==> config.mk <==
export PLATFORM = sky130hd
export DESIGN_NAME = stack_unit_flat
export DESIGN_NICKNAME = d
export VERILOG_FILES = /design/src/rtl/stack_unit_if.sv /design/src/rtl/stack_unit.sv /design/src/flat_wrapper.sv
export SDC_FILE = /design/constraint.sdc
export NUM_CORES = 1
export LEC_CHECK = 0
export ABC_AREA = 1
export CAP_MARGIN = 20
export CORE_ASPECT_RATIO = 1.25
export CORE_MARGIN = 2
export CORE_UTILIZATION = 58
export DETAILED_ROUTE_END_ITERATION = 12
export PLACE_DENSITY = 0.79
export SETUP_SLACK_MARGIN = 0.2
export SYNTH_ARGS = -nofsm -noshare
export SYNTH_HDL_FRONTEND = slang
export SYNTH_SLANG_ARGS = --single-unit
==> constraint.sdc <==
create_clock -name clk -period 3 [get_ports clk]
set_clock_uncertainty 0.05 [all_clocks]
set_input_delay 0.45 -clock clk [delete_from_list [all_inputs] [get_ports clk]]
set_output_delay 0.45 -clock clk [all_outputs]
set_load 0.05 [all_outputs]
==> src/rtl/stack_unit_if.sv <==
// rtl/stack_unit_if.sv - request/status bundle between a stack user and stack_unit
interface stack_unit_if #(
  parameter int WIDTH = 8,
  parameter int DEPTH = 8
);
  logic                     Push;
  logic                     Pop;
  logic [WIDTH-1:0]         DataIn;
  logic [WIDTH-1:0]         Top;
  logic                     NorTop;
  logic [$clog2(DEPTH):0]   Count;
  logic                     Empty;
  logic                     Full;
  logic                     Overflow;
  logic                     Underflow;

  modport master (
    output Push, Pop, DataIn,
    input  Top, NorTop, Count, Empty, Full, Overflow, Underflow
  );

  modport slave (
    input  Push, Pop, DataIn,
    output Top, NorTop, Count, Empty, Full, Overflow, Underflow
  );
endinterface

==> src/rtl/stack_unit.sv <==
// rtl/stack_unit.sv - single-cycle LIFO with combinational top and sticky overflow/underflow flags
module stack_unit #(
  parameter int WIDTH = 8,
  parameter int DEPTH = 8
) (
  input  logic        clk,
  input  logic        rst,
  stack_unit_if.slave bus
);
  localparam int AW = $clog2(DEPTH);
  localparam int CW = AW + 1;

  logic [WIDTH-1:0] mem_q [DEPTH];
  logic [WIDTH-1:0] mem_d [DEPTH];
  logic [CW-1:0]    sp_q, sp_d, sp_m1;
  logic             ovf_q, ovf_d, unf_q, unf_d;
  logic             empty, full;
  logic [WIDTH-1:0] top;

  assign empty = (sp_q == '0);
  assign full  = (sp_q == CW'(DEPTH));
  assign sp_m1 = sp_q - CW'(1);

  always_comb begin
    mem_d = mem_q;
    sp_d  = sp_q;
    ovf_d = ovf_q;
    unf_d = unf_q;
    case ({bus.Push, bus.Pop})
      2'b10: begin
        if (full) begin
          ovf_d = 1'b1;
        end else begin
          mem_d[sp_q[AW-1:0]] = bus.DataIn;
          sp_d = sp_q + CW'(1);
        end
      end
      2'b01: begin
        if (empty) unf_d = 1'b1;
        else       sp_d  = sp_m1;
      end
      2'b11: begin
        // Simultaneous push/pop replaces the top; on an empty stack the pop half is an underflow.
        if (empty) begin
          mem_d[0] = bus.DataIn;
          sp_d     = CW'(1);
          unf_d    = 1'b1;
        end else begin
          mem_d[sp_m1[AW-1:0]] = bus.DataIn;
        end
      end
      default: ;
    endcase
  end

  always_ff @(posedge clk or posedge rst) begin
    if (rst) begin
      for (int i = 0; i < DEPTH; i++) mem_q[i] <= '0;
      sp_q  <= '0;
      ovf_q <= 1'b0;
      unf_q <= 1'b0;
    end else begin
      mem_q <= mem_d;
      sp_q  <= sp_d;
      ovf_q <= ovf_d;
      unf_q <= unf_d;
    end
  end

  assign top           = empty ? '0 : mem_q[sp_m1[AW-1:0]];
  assign bus.Top       = top;
  assign bus.NorTop    = ~|top;
  assign bus.Count     = sp_q;
  assign bus.Empty     = empty;
  assign bus.Full      = full;
  assign bus.Overflow  = ovf_q;
  assign bus.Underflow = unf_q;
endmodule

==> src/flat_wrapper.sv <==
// flat-port wrapper written by rule: the top's interface ports become plain ports
module stack_unit_flat 
#(
  parameter int WIDTH = 8,
  parameter int DEPTH = 8
)
  (clk, rst, bus_Push, bus_Pop, bus_DataIn, bus_Top, bus_NorTop, bus_Count, bus_Empty, bus_Full, bus_Overflow, bus_Underflow);
  stack_unit_if #(.WIDTH(WIDTH), .DEPTH(DEPTH)) bus_i ();
  input  logic clk;
  input  logic rst;
  input wire logic [$bits(bus_i.Push)-1:0] bus_Push;
  input wire logic [$bits(bus_i.Pop)-1:0] bus_Pop;
  input wire logic [$bits(bus_i.DataIn)-1:0] bus_DataIn;
  output wire logic [$bits(bus_i.Top)-1:0] bus_Top;
  output wire logic [$bits(bus_i.NorTop)-1:0] bus_NorTop;
  output wire logic [$bits(bus_i.Count)-1:0] bus_Count;
  output wire logic [$bits(bus_i.Empty)-1:0] bus_Empty;
  output wire logic [$bits(bus_i.Full)-1:0] bus_Full;
  output wire logic [$bits(bus_i.Overflow)-1:0] bus_Overflow;
  output wire logic [$bits(bus_i.Underflow)-1:0] bus_Underflow;
  assign bus_i.Push = bus_Push;
  assign bus_i.Pop = bus_Pop;
  assign bus_i.DataIn = bus_DataIn;
  assign bus_Top = bus_i.Top;
  assign bus_NorTop = bus_i.NorTop;
  assign bus_Count = bus_i.Count;
  assign bus_Empty = bus_i.Empty;
  assign bus_Full = bus_i.Full;
  assign bus_Overflow = bus_i.Overflow;
  assign bus_Underflow = bus_i.Underflow;
  stack_unit #(.WIDTH(WIDTH), .DEPTH(DEPTH)) u_core (.clk(clk), .rst(rst), .bus(bus_i));
endmodule
==> After elaboration in Yosys (flattened, before gate mapping) <==
Index checks and enable logic that the tools add are counted.
Widths: inputs -> output; s select.
{ "word_totals": {"reg_bits": 70, "out_inout_bits": 17} }
{ "op_classes": {"addsub": 2, "magnitude_cmp": 4, "eq_ne": 8, "mux": 18, "n_bitwise": 2, "reduce_logical": 13} }
{ "ops": {"columns": ["op", "n"], "rows": [
  ["$bwmux 64", 2],
  ["$pmux 64 s2", 1],
  ["$mux 64", 1],
  ["$mux 56", 1],
  ["$demux 8 s3", 2],
  ["$mux 8", 6],
  ["$bmux 8 s3", 1],
  ["$mux 4", 3],
  ["$pmux 4 s3", 1],
  ["$ge 4x4->1 const B", 2],
  ["$lt 4x1->1 const B", 2],
  ["$not 3->4", 2],
  ["$reduce_or 8->1", 1],
  ["$ne 2x2->1 const B", 3],
  ["$reduce_and 2->1", 3],
  ["$add 4x1->4 const B", 1],
  ["$eq 2x2->1 const B", 2],
  ["$eq 4x4->1 const B", 1],
  ["$logic_not 4->1", 1],
  ["$reduce_and 4->1", 1],
  ["$sub 4x1->4 const B", 1],
  ["$reduce_and 3->1", 1],
  ["$reduce_bool 3->1", 1],
  ["$eq 2x1->1 const B", 1],
  ["other kinds (5)", 6]
]} }

==> Longest topological paths before layout <==
Gate-level depths: netlist (run 1).
{ "depth": {"word_depth": 9, "mapped_depth": 14} }

==> Worst setup path after synthesis (run 1) <==
Ideal clock, no wire load.
{ "synth_timing": {"kind": "register to output", "start": "register u_core.sp_q[0] (netlist: u_core.bus.Count[0])", "end": "output bus_Top[4]", "arrival_ns": 2.905, "t_required_ns": 2.500, "setup_slack_ns": -0.405, "path_stages_with_launch": 11, "path_buffers": 3, "cell_sequence": "dfrtp_1 -> inv_2 -> buf_6 -> buf_2 -> ha_1 -> inv_2 -> buf_1 -> nand3_1 -> nand2_1 -> nand2_1 -> a31oi_1"} }
{ "synth_via": {"elab_chain_cells": 6, "word_cells_on_any_way": 7, "classes_between": "add/sub (1); mux (4); bitwise (1); reduce/logical (1)"} }
{ "synth_rtl": {"columns": ["element", "line", "source"], "rows": [
  ["from (decl)", "stack_unit.sv:15", "logic [CW-1:0] sp_q, sp_d, sp_m1;"],
  ["from (signal assigned)", "stack_unit.sv:64", "sp_q <= sp_d;"],
  ["$sub 4x1->4", "stack_unit.sv:22", "assign sp_m1 = sp_q - CW'(1);"],
  ["$not 3->4 (implied by the code)", "stack_unit.sv:70", "assign top = empty ? '0 : mem_q[sp_m1[AW-1:0]];"],
  ["$bmux 8 s3", "stack_unit.sv:70", null],
  ["$mux 8 (implied by the code) (2 in series)", "stack_unit.sv:70", null],
  ["$mux 8 (*)", "stack_unit.sv:70", null],
  ["to (decl)", "flat_wrapper.sv:14", "output wire logic [$bits(bus_i.Top)-1:0] bus_Top;"]
]} }
Every way passes the cells marked *; elsewhere a longest branch is shown, timed or not. The select of a mux whose other input is x is not followed.

==> Worst setup path in the final report (run 1) <==
{ "layout_timing": {"start": "register u_core.sp_q[1] (netlist: u_core.bus.Count[1])", "end": "output bus_NorTop"} }
{ "layout_via": {"elab_chain_cells": 8, "word_cells_on_any_way": 9, "classes_between": "add/sub (1); mux (4); bitwise (1); reduce/logical (3)"} }
{ "layout_rtl": {"columns": ["element", "line", "source"], "rows": [
  ["$sub 4x1->4", "stack_unit.sv:22", null],
  ["$not 3->4 (implied by the code)", "stack_unit.sv:70", null],
  ["$bmux 8 s3", "stack_unit.sv:70", null],
  ["$mux 8 (implied by the code) (2 in series)", "stack_unit.sv:70", null],
  ["$mux 8 (*)", "stack_unit.sv:70", null],
  ["$reduce_or 8->1 (*)", "stack_unit.sv:72", "assign bus.NorTop = ~|top;"],
  ["$logic_not 1->1 (*)", "stack_unit.sv:72", null],
  ["to (decl)", "flat_wrapper.sv:15", "output wire logic [$bits(bus_i.NorTop)-1:0] bus_NorTop;"]
]} }
Marked as above.

==> flow_summary.ini, run 1 <==
[global_routing]
gr-usage-met2_pct = 51.4
grt_pass1_wl_um = 16600
use_met3_pct = 5.29
grt_max_degree = 42
grt_pass1_vias = 3393
use_met1_pct = 36.7
grt_use_total_pct = 30.1
globalRouteOverflowTotal = 0
antenna_found_initial = 0
busiest_layer = met2

[timing]
fin_crit_sh_pct = 89.5
fmax_mhz = 373
maxSlewViolCount = 0
finalHoldViolCount = 0
fin_crit_ps = 2680
max_slew_margin_pct = 37.8
whs_ps = 430
fin_setup_tns_ps = 0
tightest_slew_ps = 933
setup_viol = 0
rsz0062_at_grt = no

[logic_synthesis]
synth_flop_cell = dfrtp_1
synth_seq_area_share_pct = 46.4
synth_edf_count = 0
synth.avg_cell_area_um2 = 7.52
synth_top_area_share_pct = 46.4
synth.most_common_cell = nand2_1
yosys-top-cells-area = dfrtp_1 46%, nand2_1 21%, o21ai_1 8.5%, inv_1 4.0%, nand3_1 2.7%
ys_warn_count = 0
yosys.cell_types.count = 30
netlist_area_mm2 = 0.00377
ys_top_cells_by_count = 212 x nand2_1, 70 x dfrtp_1, 64 x o21ai_1, 40 x inv_1, 20 x nand3_1
async_flop_share_pct = 100
syn_inst = 502
ys_ff_latch = 70
syn_nets = 516
synth_area_leader_cell = dfrtp_1

[place]
dp_hpwl_um = 6070
globalplace.congestion = 0.908
placed_area_mm2 = 0.00423
numPortBuffers = 28
place_inst = 597

[detailed_routing]
vias = 3472
routedWlPerCell_um = 16.2
dr.pass1.iters = 6
viasPerCell = 5.56
drt_iter0_markers = 337
drc_errors = 0
drtAntennaViolNets = 0
routed_wl_um = 10100

[clock_tree]
clk_latency_ps = 350
cts_buffers = 9
root_buffer = clkbuf_8
cts_tree = done
h-tree-depth = 3
postCtsHoldBufs = 0
clk_path_buf_depth = 2
clk_pin_slew_worst_paths_ps = 80
clock-sinks = 70

[finish]
drive_above_1_share_pct = 17.1
finalNonFillerCells = 624
nNetsFinal = 548
area_growth_pct = 21.0
antenna_cells = 0
seq_area_mm2 = 0.00175
fin_area_mm2 = 0.00457
multiInputGateArea_mm2 = 0.00177
nFillCells = 522

[critical_path]
path_depth = 12
cp-end-kind = output pin
worstReg2RegEnd = u_core.mem_q[19]
reg2regPathDepth = 9
crit_path_max_incr_delay_ps = 450
worst-path-max-fanout = 6
crit_buf_inv = 3
crit_path_cell_trace = inv_4 > ha_4 > inv_2 > nand2_1 > nand2_4 > nor2_1 > nand2_1 > nand3_1 > o21ai_1 > nand2_1 > nor2_4 > buf_12
path_class = flip-flop to output pin
cp-start-kind = flip-flop
path_common_cell = nand2_1
reg2reg_setup_slack_ps = 750
reg2reg_from = u_core.bus.Count[1]
arrival_ps = 2180
cp_top_family = simple AND/OR/NAND/NOR gates
critPathSlowestCell = dfrtp_2
worstPathRequired_ps = 2500

[floorplanning]
core_mm2 = 0.00625
ioPinCount = 29
start_util_pct = 60.4
rows = 32
die_y_um = 94.2
fp.dieArea_mm2 = 0.00717
die_x_um = 76.2

[flow_run]
drv_cap = 0

[hold_path]
whs_path_depth = 1
hold_start = u_core.bus.Underflow
hold_class = flip-flop to flip-flop
hold_end = u_core.bus.Underflow

[outcome]
outcome = complete, no violations
==> area by class of cell <==
class	instances	share of cell area, %
Clock buffer	12	3.18
Clock inverter	4	1.53
Inverter	46	4.00
Multi-Input combinational cell	363	38.7
Sequential cell	70	38.4
Tap cell	85	2.33
Timing Repair Buffer	44	11.9
==> worst max-delay path by stage <==
| stage | endpoint | start | slack [ps] |
|---|---|---|---|
| 5_1_grt | bus_NorTop | u_core.bus.Count[1] | 200 |
| 4_1_cts | bus_NorTop | u_core.bus.Count[1] | 210 |
| 6_report | bus_NorTop | u_core.bus.Count[1] | 320 |
| 2_1_floorplan | bus_NorTop | u_core.bus.Count[0] | 200 |
| 3_3_place_gp | bus_NorTop | u_core.bus.Count[1] | 310 |
| 3_5_place_dp | bus_NorTop | u_core.bus.Count[1] | 310 |
==> layout by cell type, fill, tap and decap left out, drive strengths merged, types with 2 or more instances in the layout <==
master | netlist | final
nand2 | 222 | 222
o21ai | 82 | 82
dfrtp | 70 | 70
inv | 46 | 46
buf | 23 | 27
nand3 | 21 | 21
clkdlybuf4s50 | 0 | 17
clkbuf | 0 | 12
nor2 | 11 | 11
a21oi | 10 | 10
nor4 | 4 | 4
o31ai | 3 | 3
nor3 | 3 | 3
bufinv | 0 | 2
clkinv | 0 | 2
ha | 2 | 2
==> cell families after synthesis <==
| group | Yosys count | synth area share, % |
|---|---|---|
| buf+inv | 69 | 9.05 |
| simple gates | 262 | 28.6 |
| fa+ha+maj | 2 | 0.663 |
| compound gates | 99 | 15.3 |
| flops | 70 | 46.4 |
==> worst register-to-register path, stage by stage, from the launching register on <==
cell and delay [ps]:
dfrtp_2 450, inv_4 100, ha_4 180, nand2_1 90, nand2_4 140, buf_4 130
nor4_2 40, o21ai_2 740, nand2_1 160, o21ai_2 100
==> metal layers <==
metal	wire length, um	part of all wire, %
met2	4990	49
met5	0	0
met3	643	6.4
met1	4170	41
met4	286	2.8
==> metrics by stage <==
| stage | worst slack, ps | util (%) |
|---|---|---|
| finish | 316 | 73.1 |
| global route | 196 | 73.1 |
| CTS | 210 | 71.8 |
| detailed placement | 307 | 67.7 |
| global placement | 314 | 67.7 |
| floorplan | 204 | - |
==> what timing repair did <==
item                       4_1_cts  5_1_grt
resized for setup                5        4
pin swaps                        2        2
setup buffers                    4        7
setup endpoints to repair        9        2
==> sequential cells by signal, summed over array words and instances (netlist names) <==
name / flops
u_core.bus.Underflow: 1
u_core.bus.Overflow: 1
u_core.mem_q: 64
u_core.bus.Count: 4
Power of run 1 is left out: the tool's default activity adds up to more than one toggle a clock period on the data nets, which glitch-free logic cannot reach.
==> run 2: changes to the inputs <==
==> constraint.sdc (replaced) <==
create_clock -name clk -period 3 [get_ports clk]
set_clock_uncertainty 0.05 [all_clocks]
set_input_delay 0.6 -clock clk [delete_from_list [all_inputs] [get_ports clk]]
set_output_delay 0.6 -clock clk [all_outputs]
set_load 0.05 [all_outputs]
==> run 2 against run 1 <==
Net effect:
- worst hold slack better by 1.3 ps
- sequential cell count stayed put
- sequential share of layout area shrank 0.23 points
- die area unchanged
- global-route usage is 0.81 points lower
==> flow_summary.ini, run 2 (same netlist as run 1, synthesis figures left out) <==
[timing]
max_slew_margin_pct = 37.8
fin_setup_tns_ps = 0
fmax_mhz = 361
fin_crit_ps = 2770
rsz0062_at_grt = yes
fin_crit_sh_pct = 92.2
setup_viol = 0
finalHoldViolCount = 0
maxSlewViolCount = 0
tightest_slew_ps = 932

[critical_path]
cp_top_family = compound AO/OA/AOI/OAI gates
crit_buf_inv = 3
path_depth = 8
crit_path_max_incr_delay_ps = 420
cp-start-kind = flip-flop
crit_path_cell_trace = inv_2 > ha_4 > inv_8 > o21ai_0 > o21ai_1 > nand2_1 > a21oi_2 > buf_12
worst-path-max-fanout = 18
cp-end-kind = output pin
arrival_ps = 2120
path_class = flip-flop to output pin
reg2regPathDepth = 9
critPathSlowestCell = dfrtp_2
worstPathRequired_ps = 2350

[floorplanning]
fp.dieArea_mm2 = 0.00717
ioPinCount = 29
die_x_um = 76.2
rows = 32
die_y_um = 94.2
start_util_pct = 60.4
core_mm2 = 0.00625

[hold_path]
whs_path_depth = 1
hold_class = flip-flop to flip-flop

[finish]
fin_area_mm2 = 0.00460
layout_common_cells = 207 x nand2_1, 67 x dfrtp_1, 64 x o21ai_1
seq_area_mm2 = 0.00176
multiInputGateArea_mm2 = 0.00178
area_growth_pct = 21.8
nFillCells = 502
largest_register_ff_count = 64
top_register = u_core.mem_q
nNetsFinal = 545
drive_above_1_share_pct = 18.3
final_common_cell = nand2_1
antenna_cells = 0

[place]
numPortBuffers = 28
dp_hpwl_um = 6100
placed_area_mm2 = 0.00425
globalplace.congestion = 0.873

[global_routing]
grt_max_degree = 47
grt_use_total_pct = 29.3
globalRouteOverflowTotal = 0
antenna_found_initial = 0
grt_pass1_vias = 3268
grt_pass1_wl_um = 16200

[clock_tree]
cts_buffers = 9
cts_tree = done
clk_pin_slew_worst_paths_ps = 80
root_buffer = clkbuf_8
clk_path_buf_depth = 2
clk_latency_ps = 340
clock-sinks = 70
h-tree-depth = 3

[detailed_routing]
drc_errors = 0
dr.pass1.iters = 5
drtAntennaViolNets = 0
viasPerCell = 5.58
vias = 3463
drt_iter0_markers = 338
routed_wl_um = 9860
routedWlPerCell_um = 15.9

[flow_run]
drv_cap = 0

[outcome]
outcome = complete, no violations
-- run 2: area by class of cell --
cell class | instances | area share [%]
Sequential cell | 70 | 38.2
Clock buffer | 12 | 3.59
Clock inverter | 4 | 1.69
Multi-Input combinational cell | 363 | 38.7
Timing Repair Buffer | 41 | 11.5
Inverter | 46 | 4.03
Tap cell | 85 | 2.31
-- run 2: metal layers --
layer	GRT usage [%]	routed length [um]
met2	49.2	4770
met1	37.2	4230
met4	11.7	265
met3	6.35	590
met5	0	0
-- run 2: timing repair --
item                       4_1_cts  5_1_grt
setup endpoints to repair        9        3
gates cloned                     0        0
pin swaps                        2        1
resized for setup                6        7
setup buffers                    4        4
hold buffers                     0        0
-- run 2: path summary, 6_finish.rpt --
path                                          start                  end  slack (ps)
worst max-delay path            u_core.bus.Count[0]           bus_Top[3]         230
worst min-delay path            u_core.bus.Overflow  u_core.bus.Overflow         430
worst max register to register  u_core.bus.Count[0]     u_core.mem_q[22]         780
worst min register to register  u_core.bus.Overflow  u_core.bus.Overflow         430
max in group asynchronous                       rst  u_core.bus.Count[2]        1680
min in group asynchronous                       rst      u_core.mem_q[3]         580
-- run 2: through the flow --
step           hold slack, ps  std cells  worst slack (ps)  utilization, %
2_1_floorplan             404        502               189               -
6_report                  431        621               233            73.6
4_1_cts                   439        617               238            72.8
3_3_place_gp              417        597               292            68.0
3_5_place_dp              422        597               290            68.0
5_1_grt                   459        621               145            73.6
Power of run 2 is left out for the same reason.
==> run 3: changes to the inputs <==
- SLEW_MARGIN: unset -> 20
- clock period: 3 -> 2.7 ns (I/O delays scaled with it)
==> run 3 against run 2 <==
Net effect:
- the flow now finishes with violations (setup timing)
- critical path depth increased by 3
- non-clock buffer count increased by 9
- sequential share of layout area decreased by 1.2 points
- utilization increased by 2.4 points
- first-iteration DRC count decreased by 6.2%
- global-route usage increased by 0.52 points
- via count increased by 2.1%
- routed wire length increased by 1.9%
- critical path type unchanged
- highest routed layer unchanged
==> flow_summary.ini, run 3 (same netlist as run 1, synthesis figures left out) <==
[floorplanning]
rows = 32
ioPinCount = 29
fp.dieArea_mm2 = 0.00717
start_util_pct = 60.4
die_x_um = 76.2
core_mm2 = 0.00625
die_y_um = 94.2

[detailed_routing]
drc_errors = 0
vias = 3537
routedWlPerCell_um = 16.0
routed_wl_um = 10100
viasPerCell = 5.61
drt_iter0_markers = 317
drtAntennaViolNets = 0
dr.pass1.iters = 5

[critical_path]
crit_buf_inv = 3
arrival_ps = 2110
worst-path-max-fanout = 10
path_common_cell = nand2_2
crit_start = u_core.bus.Count[1]
critPathSlowestCell = dfrtp_2
cp_top_family = simple AND/OR/NAND/NOR gates
crit_path_max_incr_delay_ps = 430
reg2reg_from = u_core.bus.Count[1]
path_class = flip-flop to output pin
endpoint = bus_NorTop
cp-start-kind = flip-flop
worstReg2RegEnd = u_core.mem_q[23]
crit_path_cell_trace = inv_4 > ha_4 > buf_8 > nand3_1 > nand2_2 > nand2_2 > nand2_1 > o21ai_1 > nand2_2 > nor2_4 > buf_12
cp-end-kind = output pin
path_depth = 11
reg2reg_setup_slack_ps = 320
reg2regPathDepth = 8
worstPathRequired_ps = 2110

[clock_tree]
clk_latency_ps = 350
root_buffer = clkbuf_8
h-tree-depth = 3
clk_path_buf_depth = 2
cts_buffers = 9
clock-sinks = 70
clk_pin_slew_worst_paths_ps = 80
cts_tree = done

[finish]
finalNonFillerCells = 630
final_common_cell = nand2_1
nNetsFinal = 554
finish.utilization_pct = 76.0
largest_register_ff_count = 64
nFillCells = 464
area_growth_pct = 25.8
drive_above_1_share_pct = 21.7
top_register = u_core.mem_q
antenna_cells = 0
layout_common_cells = 196 x nand2_1, 68 x dfrtp_1, 62 x o21ai_1

[outcome]
violations = setup timing
outcome = finished with violations

[place]
place_inst = 604
dp_slack_ps = 121
numPortBuffers = 28
globalplace.congestion = 0.924
dp_hpwl_um = 6260

[timing]
max_slew_margin_pct = 31.8
fmax_mhz = 370
rsz0062_at_grt = yes
finalHoldViolCount = 0
maxSlewViolCount = 0
setup_viol = 1
fin_crit_sh_pct = 100
setup_ws_ps = -2.34
tightest_slew_ps = 1020
fin_crit_ps = 2700

[global_routing]
globalRouteOverflowTotal = 0
grt_pass1_vias = 3411
grt_max_degree = 71
grt_use_total_pct = 29.8
antenna_found_initial = 0
grt_pass1_wl_um = 16600

[hold_path]
hold_class = flip-flop to flip-flop

[flow_run]
drv_cap = 0
## run 3: per-stage QoR
| step | TNS (ps) | hold WS (ps) | area, um^2 |
|---|---|---|---|
| 2_1_floorplan | -110 | 404 | 3930 |
| 3_3_place_gp | 0 | 404 | 4330 |
| 3_5_place_dp | 0 | 414 | 4330 |
| 4_1_cts | 0 | 432 | 4720 |
| 5_1_grt | -152 | 451 | 4750 |
| 6_report | -2.34 | 428 | 4750 |
## run 3: worst min-delay path by stage
stage / start / endpoint / slack [ps] / cells after the start
floorplan: u_core.mem_q[35] / u_core.mem_q[35] / 400 / 2
global placement: u_core.bus.Overflow / u_core.bus.Overflow / 400 / 1
detailed placement: u_core.bus.Overflow / u_core.bus.Overflow / 410 / 1
CTS: u_core.bus.Overflow / u_core.bus.Overflow / 430 / 1
global route: u_core.bus.Overflow / u_core.bus.Overflow / 450 / 1
finish: u_core.bus.Overflow / u_core.bus.Overflow / 430 / 1
## run 3: worst reg2reg max path: stages (launching register included)
cell     delay, ps
dfrtp_2        430
inv_4           90
ha_4           250
inv_8          140
buf_4          140
nor4_2          50
o21ai_2        800
nand2_1        230
o21ai_2        120
## run 3: what timing repair did
action                                 in CTS  in global routing
resized for setup                          21                  5
pin swaps                                   8                  6
setup endpoints to repair                  12                  9
endpoints found under the hold margin       0                  0
setup buffers                               9                  1
hold buffers                                0                  0
## run 3: area by class of cell
type                       count  area [um^2]  area share, %
sequential                    70         1750           36.9
tap                           85          106           2.24
multi-input combinational    363         1840           38.8
inverter                      46          188           3.95
timing repair buffer          50          602           12.7
clock inverter                 5          104           2.19
clock buffer                  11          151           3.19
## run 3: per-layer routing
layer  wire length (um)  GRT usage (%)  part of all wire, %  vias up
met5                  0              0                    0        -
met4                409           14.7                  4.1        0
met3                583           5.48                  5.8       33
met2               4920           50.5                   49      157
met1               4140           36.9                   41     1667
li1                   -              -                    -     1680
Power of run 3 is left out for the same reason.
